$ cat src/rtl/ace_pkg.sv
// Shared ACE snoop-channel types: snoop codes, CR response bit map, cache state update codes
// and the default channel/port structs used by the snoop responder.
package ace_pkg;

  localparam int unsigned AW = 64;
  localparam int unsigned DW = 64;

  typedef logic [3:0] acsnoop_t;

  localparam acsnoop_t ReadOnce           = 4'b0000;
  localparam acsnoop_t ReadShared         = 4'b0001;
  localparam acsnoop_t ReadClean          = 4'b0010;
  localparam acsnoop_t ReadNotSharedDirty = 4'b0011;
  localparam acsnoop_t ReadUnique         = 4'b0111;
  localparam acsnoop_t CleanShared        = 4'b1000;
  localparam acsnoop_t CleanInvalid       = 4'b1001;
  localparam acsnoop_t MakeInvalid        = 4'b1101;

  // Packed MSB first: was_unique is bit 4, data_transfer is bit 0.
  typedef struct packed {
    logic was_unique;
    logic is_shared;
    logic pass_dirty;
    logic error;
    logic data_transfer;
  } crresp_t;

  typedef enum logic [1:0] {
    UPD_NONE         = 2'd0,
    UPD_SHARED_CLEAN = 2'd1,
    UPD_INVALID      = 2'd2,
    UPD_UNIQUE_CLEAN = 2'd3
  } snoop_upd_e;

  typedef struct packed {
    logic [AW-1:0] addr;
    acsnoop_t      snoop;
    logic [2:0]    prot;
  } ac_chan_t;

  typedef struct packed {
    crresp_t resp;
  } cr_chan_t;

  typedef struct packed {
    logic [DW-1:0] data;
    logic          last;
  } cd_chan_t;

  typedef struct packed {
    ac_chan_t ac;
    logic     ac_valid;
    logic     cr_ready;
    logic     cd_ready;
  } snoop_req_t;

  typedef struct packed {
    logic     ac_ready;
    cr_chan_t cr;
    logic     cr_valid;
    cd_chan_t cd;
    logic     cd_valid;
  } snoop_resp_t;

endpackage

$ cat src/rtl/ace_snoop_responder_if.sv
// Cache-side bundle of the snoop responder: tag lookup, result, line data stream and state update.
interface ace_snoop_responder_if #(
  parameter int unsigned AddrWidth = 64,
  parameter int unsigned DataWidth = 64
);
  import ace_pkg::*;

  logic                 lookup_valid_o;
  logic                 lookup_ready_i;
  logic [AddrWidth-1:0] lookup_addr_o;
  logic                 result_valid_i;
  logic                 hit_i;
  logic                 dirty_i;
  logic                 unique_i;
  logic                 line_valid_i;
  logic                 line_ready_o;
  logic [DataWidth-1:0] line_data_i;
  logic                 upd_valid_o;
  logic                 upd_ready_i;
  snoop_upd_e           upd_state_o;

  modport slave (
    output lookup_valid_o, lookup_addr_o, line_ready_o, upd_valid_o, upd_state_o,
    input  lookup_ready_i, result_valid_i, hit_i, dirty_i, unique_i,
           line_valid_i, line_data_i, upd_ready_i
  );

  modport master (
    input  lookup_valid_o, lookup_addr_o, line_ready_o, upd_valid_o, upd_state_o,
    output lookup_ready_i, result_valid_i, hit_i, dirty_i, unique_i,
           line_valid_i, line_data_i, upd_ready_i
  );

endinterface

$ cat src/rtl/ace_snoop_resp_decoder.sv
// Pure combinational map from (snoop type, line state) to the CR response and cache state update.
module ace_snoop_resp_decoder
  import ace_pkg::*;
(
  input  acsnoop_t   snoop_i,
  input  logic       hit_i,
  input  logic       dirty_i,
  input  logic       unique_i,
  output crresp_t    resp_o,
  output logic       upd_req_o,
  output snoop_upd_e upd_state_o
);

  always_comb begin
    resp_o      = '0;
    upd_req_o   = 1'b0;
    upd_state_o = UPD_NONE;
    if (hit_i) begin
      case (snoop_i)
        ReadOnce: begin
          resp_o.data_transfer = 1'b1;
          resp_o.is_shared     = 1'b1;
          resp_o.was_unique    = unique_i;
        end
        ReadShared, ReadClean, ReadNotSharedDirty: begin
          resp_o.data_transfer = 1'b1;
          resp_o.is_shared     = 1'b1;
          resp_o.pass_dirty    = dirty_i;
          resp_o.was_unique    = unique_i;
          upd_req_o            = 1'b1;
          upd_state_o          = UPD_SHARED_CLEAN;
        end
        ReadUnique: begin
          resp_o.data_transfer = 1'b1;
          resp_o.pass_dirty    = dirty_i;
          resp_o.was_unique    = unique_i;
          upd_req_o            = 1'b1;
          upd_state_o          = UPD_INVALID;
        end
        CleanInvalid: begin
          resp_o.data_transfer = dirty_i;
          resp_o.pass_dirty    = dirty_i;
          resp_o.was_unique    = unique_i;
          upd_req_o            = 1'b1;
          upd_state_o          = UPD_INVALID;
        end
        CleanShared: begin
          resp_o.data_transfer = dirty_i;
          resp_o.pass_dirty    = dirty_i;
          resp_o.is_shared     = 1'b1;
          resp_o.was_unique    = unique_i;
          upd_req_o            = dirty_i;
          upd_state_o          = dirty_i ? UPD_SHARED_CLEAN : UPD_NONE;
        end
        MakeInvalid: begin
          upd_req_o   = 1'b1;
          upd_state_o = UPD_INVALID;
        end
        default: ;
      endcase
    end
  end

endmodule

$ cat src/rtl/ace_snoop_responder.sv
// ACE snoop responder: accepts one AC snoop at a time, looks up the local cache, updates its
// state, returns CR and streams the line on CD when data transfer is required.
module ace_snoop_responder #(
  parameter type         ac_chan_t    = ace_pkg::ac_chan_t,
  parameter type         cr_chan_t    = ace_pkg::cr_chan_t,
  parameter type         cd_chan_t    = ace_pkg::cd_chan_t,
  parameter type         snoop_req_t  = ace_pkg::snoop_req_t,
  parameter type         snoop_resp_t = ace_pkg::snoop_resp_t,
  parameter int unsigned AddrWidth    = 64,
  parameter int unsigned DataWidth    = 64,
  parameter int unsigned LineBeats    = 4
) (
  input  logic                  clk_i,
  input  logic                  rst_ni,
  input  snoop_req_t            snoop_req_i,
  output snoop_resp_t           snoop_resp_o,
  ace_snoop_responder_if.slave  cache_if
);
  import ace_pkg::*;

  localparam int unsigned LineBytes = LineBeats * DataWidth / 8;
  localparam int unsigned OffBits   = (LineBytes > 1) ? $clog2(LineBytes) : 1;
  localparam int unsigned BeatW     = (LineBeats > 1) ? $clog2(LineBeats) : 1;
  localparam logic [BeatW-1:0] LastBeat = BeatW'(LineBeats - 1);

  typedef enum logic [2:0] {
    S_IDLE, S_LOOKUP, S_RESULT, S_UPDATE, S_CR, S_CD
  } state_e;

  state_e               r_state, w_state_nxt;
  ac_chan_t             r_ac;
  crresp_t              r_resp;
  snoop_upd_e           r_upd_state;
  logic [BeatW-1:0]     r_beat;

  crresp_t              w_dec_resp;
  logic                 w_dec_upd_req;
  snoop_upd_e           w_dec_upd_state;
  logic                 w_ac_hs;
  logic                 w_result_take;
  logic                 w_beat_hs;
  logic                 w_last;
  logic [AddrWidth-1:0] w_line_addr;
  cr_chan_t             w_cr;
  cd_chan_t             w_cd;
  logic                 w_unused;

  assign w_unused = ^r_ac.prot;

  ace_snoop_resp_decoder u_dec (
    .snoop_i     (r_ac.snoop),
    .hit_i       (cache_if.hit_i),
    .dirty_i     (cache_if.dirty_i),
    .unique_i    (cache_if.unique_i),
    .resp_o      (w_dec_resp),
    .upd_req_o   (w_dec_upd_req),
    .upd_state_o (w_dec_upd_state)
  );

  always_comb begin
    w_line_addr              = AddrWidth'(r_ac.addr);
    w_line_addr[OffBits-1:0] = '0;
  end

  always_ff @(posedge clk_i or negedge rst_ni) begin
    if (!rst_ni) begin
      r_state     <= S_IDLE;
      r_ac        <= '0;
      r_resp      <= '0;
      r_upd_state <= UPD_NONE;
      r_beat      <= '0;
    end else begin
      r_state <= w_state_nxt;
      if (w_ac_hs) r_ac <= snoop_req_i.ac;
      if (w_result_take) begin
        r_resp      <= w_dec_resp;
        r_upd_state <= w_dec_upd_state;
      end
      if (w_beat_hs) r_beat <= w_last ? '0 : r_beat + BeatW'(1);
    end
  end

  always_comb begin
    w_state_nxt             = r_state;
    snoop_resp_o            = '0;
    w_cr                    = '0;
    w_cd                    = '0;
    w_ac_hs                 = 1'b0;
    w_result_take           = 1'b0;
    w_beat_hs               = 1'b0;
    w_last                  = (r_beat == LastBeat);
    cache_if.lookup_valid_o = 1'b0;
    cache_if.lookup_addr_o  = w_line_addr;
    cache_if.line_ready_o   = 1'b0;
    cache_if.upd_valid_o    = 1'b0;
    cache_if.upd_state_o    = UPD_NONE;

    case (r_state)
      S_IDLE: begin
        snoop_resp_o.ac_ready = 1'b1;
        if (snoop_req_i.ac_valid) begin
          w_ac_hs     = 1'b1;
          w_state_nxt = S_LOOKUP;
        end
      end
      S_LOOKUP: begin
        cache_if.lookup_valid_o = 1'b1;
        if (cache_if.lookup_ready_i) w_state_nxt = S_RESULT;
      end
      S_RESULT: begin
        // No update needed: go straight to CR so UPDATE costs no cycle.
        if (cache_if.result_valid_i) begin
          w_result_take = 1'b1;
          w_state_nxt   = w_dec_upd_req ? S_UPDATE : S_CR;
        end
      end
      S_UPDATE: begin
        cache_if.upd_valid_o = 1'b1;
        cache_if.upd_state_o = r_upd_state;
        if (cache_if.upd_ready_i) w_state_nxt = S_CR;
      end
      S_CR: begin
        snoop_resp_o.cr_valid = 1'b1;
        w_cr.resp             = r_resp;
        if (snoop_req_i.cr_ready) w_state_nxt = r_resp.data_transfer ? S_CD : S_IDLE;
      end
      S_CD: begin
        snoop_resp_o.cd_valid = cache_if.line_valid_i;
        cache_if.line_ready_o = snoop_req_i.cd_ready;
        w_cd.data             = cache_if.line_data_i;
        w_cd.last             = w_last;
        if (cache_if.line_valid_i && snoop_req_i.cd_ready) begin
          w_beat_hs = 1'b1;
          if (w_last) w_state_nxt = S_IDLE;
        end
      end
      default: w_state_nxt = S_IDLE;
    endcase

    snoop_resp_o.cr = w_cr;
    snoop_resp_o.cd = w_cd;
  end

endmodule

$ cat src/flat_wrapper.sv
// flat-port wrapper written by rule: the top's interface ports become plain ports
module ace_snoop_responder_flat import ace_pkg::*;
#(
  parameter type         ac_chan_t    = ace_pkg::ac_chan_t,
  parameter type         cr_chan_t    = ace_pkg::cr_chan_t,
  parameter type         cd_chan_t    = ace_pkg::cd_chan_t,
  parameter type         snoop_req_t  = ace_pkg::snoop_req_t,
  parameter type         snoop_resp_t = ace_pkg::snoop_resp_t,
  parameter int unsigned AddrWidth    = 64,
  parameter int unsigned DataWidth    = 64,
  parameter int unsigned LineBeats    = 4
)
  (clk_i, rst_ni, snoop_req_i, snoop_resp_o, cache_if_lookup_valid_o, cache_if_lookup_addr_o, cache_if_line_ready_o, cache_if_upd_valid_o, cache_if_upd_state_o, cache_if_lookup_ready_i, cache_if_result_valid_i, cache_if_hit_i, cache_if_dirty_i, cache_if_unique_i, cache_if_line_valid_i, cache_if_line_data_i, cache_if_upd_ready_i);
  ace_snoop_responder_if #(.AddrWidth(AddrWidth), .DataWidth(DataWidth)) cache_if_i ();
  input  logic clk_i;
  input  logic rst_ni;
  input  snoop_req_t snoop_req_i;
  output snoop_resp_t snoop_resp_o;
  output wire logic [$bits(cache_if_i.lookup_valid_o)-1:0] cache_if_lookup_valid_o;
  output wire logic [$bits(cache_if_i.lookup_addr_o)-1:0] cache_if_lookup_addr_o;
  output wire logic [$bits(cache_if_i.line_ready_o)-1:0] cache_if_line_ready_o;
  output wire logic [$bits(cache_if_i.upd_valid_o)-1:0] cache_if_upd_valid_o;
  output wire logic [$bits(cache_if_i.upd_state_o)-1:0] cache_if_upd_state_o;
  input wire logic [$bits(cache_if_i.lookup_ready_i)-1:0] cache_if_lookup_ready_i;
  input wire logic [$bits(cache_if_i.result_valid_i)-1:0] cache_if_result_valid_i;
  input wire logic [$bits(cache_if_i.hit_i)-1:0] cache_if_hit_i;
  input wire logic [$bits(cache_if_i.dirty_i)-1:0] cache_if_dirty_i;
  input wire logic [$bits(cache_if_i.unique_i)-1:0] cache_if_unique_i;
  input wire logic [$bits(cache_if_i.line_valid_i)-1:0] cache_if_line_valid_i;
  input wire logic [$bits(cache_if_i.line_data_i)-1:0] cache_if_line_data_i;
  input wire logic [$bits(cache_if_i.upd_ready_i)-1:0] cache_if_upd_ready_i;
  assign cache_if_lookup_valid_o = cache_if_i.lookup_valid_o;
  assign cache_if_lookup_addr_o = cache_if_i.lookup_addr_o;
  assign cache_if_line_ready_o = cache_if_i.line_ready_o;
  assign cache_if_upd_valid_o = cache_if_i.upd_valid_o;
  assign cache_if_upd_state_o = cache_if_i.upd_state_o;
  assign cache_if_i.lookup_ready_i = cache_if_lookup_ready_i;
  assign cache_if_i.result_valid_i = cache_if_result_valid_i;
  assign cache_if_i.hit_i = cache_if_hit_i;
  assign cache_if_i.dirty_i = cache_if_dirty_i;
  assign cache_if_i.unique_i = cache_if_unique_i;
  assign cache_if_i.line_valid_i = cache_if_line_valid_i;
  assign cache_if_i.line_data_i = cache_if_line_data_i;
  assign cache_if_i.upd_ready_i = cache_if_upd_ready_i;
  ace_snoop_responder #(.ac_chan_t(ac_chan_t), .cr_chan_t(cr_chan_t), .cd_chan_t(cd_chan_t), .snoop_req_t(snoop_req_t), .snoop_resp_t(snoop_resp_t), .AddrWidth(AddrWidth), .DataWidth(DataWidth), .LineBeats(LineBeats)) u_core (.clk_i(clk_i), .rst_ni(rst_ni), .snoop_req_i(snoop_req_i), .snoop_resp_o(snoop_resp_o), .cache_if(cache_if_i));
endmodule
$ cat config.mk
export PLATFORM = sky130hd
export DESIGN_NAME = ace_snoop_responder_flat
export DESIGN_NICKNAME = d
export VERILOG_FILES = /design/src/rtl/ace_pkg.sv /design/src/rtl/ace_snoop_responder_if.sv /design/src/rtl/ace_snoop_resp_decoder.sv /design/src/rtl/ace_snoop_responder.sv /design/src/flat_wrapper.sv
export SDC_FILE = /design/constraint.sdc
export NUM_CORES = 1
export LEC_CHECK = 0
export BUFFER_PORTS_ARGS = -buffer_cell sky130_fd_sc_hd__buf_2
export CAP_MARGIN = 40
export CORE_MARGIN = 2
export CORE_UTILIZATION = 25
export DETAILED_ROUTE_END_ITERATION = 12
export HOLD_SLACK_MARGIN = 0.15
export PLACE_DENSITY = 0.59
export RECOVER_POWER = 100
export SYNTH_ARGS = -nofsm -noshare
export SYNTH_HDL_FRONTEND = slang
export SYNTH_SLANG_ARGS = --single-unit
$ cat constraint.sdc
create_clock -name clk_i -period 1.75 [get_ports clk_i]
set_input_delay 0 -clock clk_i [delete_from_list [all_inputs] [get_ports clk_i]]
set_output_delay 0 -clock clk_i [all_outputs]
set_load 0.01 [all_outputs]
; After elaboration in Yosys (flattened, before gate mapping)
; Index checks and enable logic that the tools add are counted.
; W data, S select, Z words.
[classes]
addsub = 1
n_mul = 0
div = 0
magnitude_cmp = 0
eq_ne = 20
shifts = 0
mux = 37
bitwise = 0
reduce_logical = 12
[op_table]
columns = op, count
row1 = $mux W65, 1
row2 = $mux W3, 10
row3 = $mux W1, 18
row4 = $pmux W3 S6, 1
row5 = $eq A4 B4 Y1 const B, 3
row6 = $reduce_or A6 Y1, 2
row7 = $ne A2 B2 Y1 const B, 5
row8 = $reduce_or A5 Y1, 2
row9 = $eq A4 B2 Y1 const B, 2
row10 = $reduce_and A7 Y1, 1
row11 = $reduce_or A7 Y1, 1
row12 = $eq A3 B2 Y1 const B, 2
row13 = $eq A3 B3 Y1 const B, 2
row14 = $mux W2, 3
row15 = $pmux W2 S3, 1
row16 = $reduce_or A3 Y1, 2
row17 = $mux W5, 1
row18 = $eq A4 B1 Y1 const B, 1
row19 = $eq A4 B3 Y1 const B, 1
row20 = $logic_not A4 Y1, 1
row21 = $ne A2 B1 Y1 const B, 2
row22 = $pmux W1 S2, 2
row23 = $eq A3 B1 Y1 const B, 1
row24 = $logic_not A3 Y1, 1
row25 = other kinds (4), 4
[totals]
regBits = 79
latchBits = 0
ramBits = 0
mem_bits_ro = 0
inputBits = 147
output_inout_bits = 142
word_cells = 79
memories = 0

; Logic depth before layout (Yosys ltp)
[depth]
depth_word = 7
depth_mapped = 6
depth_no_buf = 5

; By module
; From an unflattened synthesis, not the netlist that was laid out.
[unflattened]
hier_cells = 369
hier_area_um2 = 4454.3
[by_module_without_submodules]
columns = mod, n_inst, cells_each, area_per_inst_um2
row1 = ace_snoop_responder, 1, 339, 4291.6
row2 = ace_snoop_resp_decoder, 1, 30, 162.7

; Worst setup path before layout
; No wires, ideal clock.
[synth_timing]
path_kind = register to register
from = reg u_core.r_state[0]
to = reg u_core.r_ac (netlist bit u_core.cache_if.lookup_addr_o[10])
arrival_ps = 1440
t_required_ps = 1625
setup_slack_ps = 184
path_stages_with_launch = 6
period_less_slack_ps = 1566
path_cell_list = dfrtp_1 > nor3_2 > and2_4 > buf_12 > buf_12 > mux2_4
[synth_between]
elab_chain_cells = 2
[synth_rtl]
columns = element, line_no
row1 = from (decl), ace_snoop_responder.sv:30  ; state_e r_state, w_state_nxt;
row2 = from (signal assigned), ace_snoop_responder.sv:73  ; r_state <= w_state_nxt;
row3 = $logic_not A3 Y1, ace_snoop_responder.sv:98  ; case (r_state)
row4 = $mux W1, ace_snoop_responder.sv:98
row5 = to (signal assigned), ace_snoop_responder.sv:74  ; if (w_ac_hs) r_ac <= snoop_req_i.ac;
row6 = to (decl), ace_snoop_responder.sv:31  ; ac_chan_t r_ac;
; Every way passes these cells.
; A chain may end at the register's enable or synchronous reset.

==> results.ini <==
[setup_path]
cp_slowest_cell=dfrtp_1
reg2reg_depth=4
worst_setup_path_start_kind=register
cpLargestDelayFamily=simple AND/OR/NAND/NOR gates
crit_fanout=11
slowest_delay_ps=400
end_kind=primary output
r2r-end=u_core.r_resp[2]$_DFFE_PN0P_
cp_data_required_time_ps=1750
worstSetupPathType=reg -> out
cp_num_buf_inv=2
rrSetupSlack_ps=180
crit_chain=clkbuf_2, nor3_2, and2_1, clkbuf_1
startpoint=u_core.r_state[0]$_DFFE_PN0P_
critPathArrivalTime_ps=1620
r2r_start=u_core.r_state[0]$_DFFE_PN0P_

[power_and_ir_drop]
seqPwrFrac_pct=37.6
finalPower_uw=8200
p_switching_uw=2980
clockPowerShare_pct=22.4
swShare_pct=36.3
leakagePower_uw=0.00285
vdd_drop_max_mv=0.651
power_density_nw_per_um2=1340
p_int_uw=5230
comb_power_share_pct=40.0

[layout]
drive_gt1_share_pct=30.5
mostFrequentLayoutCell=buf_2
area.growth.synth_to_final_pct=39.5
final_util_pct=35.5
n_fill_cell=1852
nNetsFinal=799
instances_no_fill=882
final_cell_mix=buf_2, clkbuf_1, dfrtp_1

[synth]
synth_ff_type=dfrtp_1
synth_seq_cells=74
synthTopCellsByArea=dfrtp_1, mux2_4, buf_4
yosysWarnings=0
synth_cell_type_count=45
synth_top_cell_by_area=dfrtp_1
seq_area_frac_synth_pct=42.2
async_reset_ff_share_pct=100
syn_inst=365
synth_top_area_share_pct=42.2
synth_edf_count=0
synth.avg_cell_area_um2=12.0
syn_area_um2=4390

[run_status]
status=complete, no violations

[sta]
slew_violations=0
fmax_ghz=0.618
tightestPinTransition_ps=901
hold_viol=0
rsz0062_at_grt=false
clock_skew_ps=10.1
final.period_utilization_pct=92.4
finalSetupViolations=0
timing.hold.ws_ps=177
setup_tns_ps=0
fin_crit_ps=1620
slew_headroom_pct=39.9

[drt]
routed_wl_um=12500
firstDrtPassIters=4
ant_nets=0
drc_errors=0
drtIter0Drc=106
viasPerCell=4.05
num_vias=3569
wire_per_inst_um=14.1

[cts]
clk-insertion-delay-late_ps=330
clk_path_buf_depth=2
postCtsSetupBuffers=0
cts_root_buf=clkbuf_16
cts_sinks=74
cts_inserted_buffers=9
cts_max_level=3
cts_tree=built
clk_pin_slew_ps=60

[placement]
port_buffers=274
dp_cells=793
gp_congestion=0.764
place_hpwl_um=9090

[floorplanning]
die_y_um=137
start_util_pct=25.5
core_area_um2=17200
ios=289
die_x_um=137
die-area_um2=18600
row_count=48

[global_route]
grt_pass1_wl_um=18400
grt_max_degree=42
antenna_found_initial=2
gr-total-overflow=0
grt_use_total_pct=13.1
grt_pass1_vias=3453

[worst_hold_path]
hold_class=in -> reg
hold_depth=4
whs_endpoint=u_core.r_beat[0]$_DFFE_PN0P_
hp-start=cache_if_line_valid_i

[flow_run]
maxCapViolations=0

-- metal layers --
layer  vias up  global-route usage [%]  wire length (um)
met5         -                       0                16
met4         2                    3.94               204
met3        19                    4.59              1060
met2       174                    24.0              6470
met1      1650                    14.1              4700
li1       1724                       -                 -
-- stage by stage --
step	setup WS, ps	instance area [um^2]
after floorplan	184	4410
after detailed placement	186	5470
final	133	6120
after global routing	23.8	6120
after global placement	184	5470
after CTS	61.8	6490
-- state kept, by name, summed over array words and instances (netlist names) --
| name | count |
|---|---|
| u_core.r_upd_state | 2 |
| u_core.r_state | 3 |
| u_core.r_beat | 2 |
| u_core.r_ac | 4 |
| u_core.r_resp | 4 |
| u_core.cache_if.lookup_addr_o | 59 |
-- worst max path at each step --
stage | to | slack [ps] | depth (start not counted)
floorplan | u_core.cache_if.lookup_addr_o[10]$_DFFE_PN0P_ | 180 | 5
CTS | snoop_resp_o[52] | 60 | 4
finish | snoop_resp_o[69] | 130 | 4
global route | snoop_resp_o[44] | 20 | 4
global placement | u_core.cache_if.lookup_addr_o[44]$_DFFE_PN0P_ | 180 | 4
detailed placement | u_core.cache_if.lookup_addr_o[43]$_DFFE_PN0P_ | 190 | 4
-- logic make-up (layout without fill, tap and decap cells) --
logic type / after synthesis / after routing / synth area share, %
mux: 67 / 67 / 22.1
buf+inv: 90 / 376 / 16.4
flops: 74 / 74 / 42.2
fa+ha+maj: 1 / 1 / 0.285
simple gates: 107 / 107 / 14.5
compound gates: 25 / 25 / 4.39
other cells: 1 / 7 / 0.0854
-- power groups by stage --
stage          clock [uW]  sequential (uW)  combinational, uW
2_1_floorplan           0             2950               3990
3_3_place_gp            0             3130               4070
3_5_place_dp            0             3110               4140
4_1_cts              1930             3120               4260
5_1_grt              2010             3210               3610
6_report             1840             3090               3280
-- cells in the mapped netlist (3+ instances only) --
master     n
nor2_1     6
clkbuf_2   4
mux2i_1    3
o31ai_1    3
mux2_2     4
and2_1    71
nor3_1     4
buf_4     68
dfrtp_1   74
inv_1      5
nand3_1    4
nand2_1   11
buf_12     7
mux2_4    58
clkbuf_1   3
o21ai_0    6
-- cell type report --
cell class / instances / area (um^2) / share of cell area, %
Timing Repair Buffer: 355 / 2060 / 33.6
Sequential cell: 74 / 1850 / 30.2
Multi-Input combinational cell: 206 / 1610 / 26.3
Tap cell: 225 / 282 / 4.60
Clock buffer: 11 / 243 / 3.96
Clock inverter: 5 / 53.8 / 0.879
Inverter: 5 / 18.8 / 0.306
Antenna cell: 1 / 2.50 / 0.0409
-- worst register-to-register path, stage by stage (launching register included) --
cell and delay (ps):
dfrtp_1 400, clkbuf_2 210, inv_1 150, nand3_1 270, o41ai_1 440
-- repair_timing --
item | CTS | global route
gates resized for setup | 1 | 2
endpoints found under the setup margin | 4 | 3
endpoints found under the hold margin | 148 | 0
hold buffers | 72 | 0
Note: power is estimated with default switching activity, not from simulation.
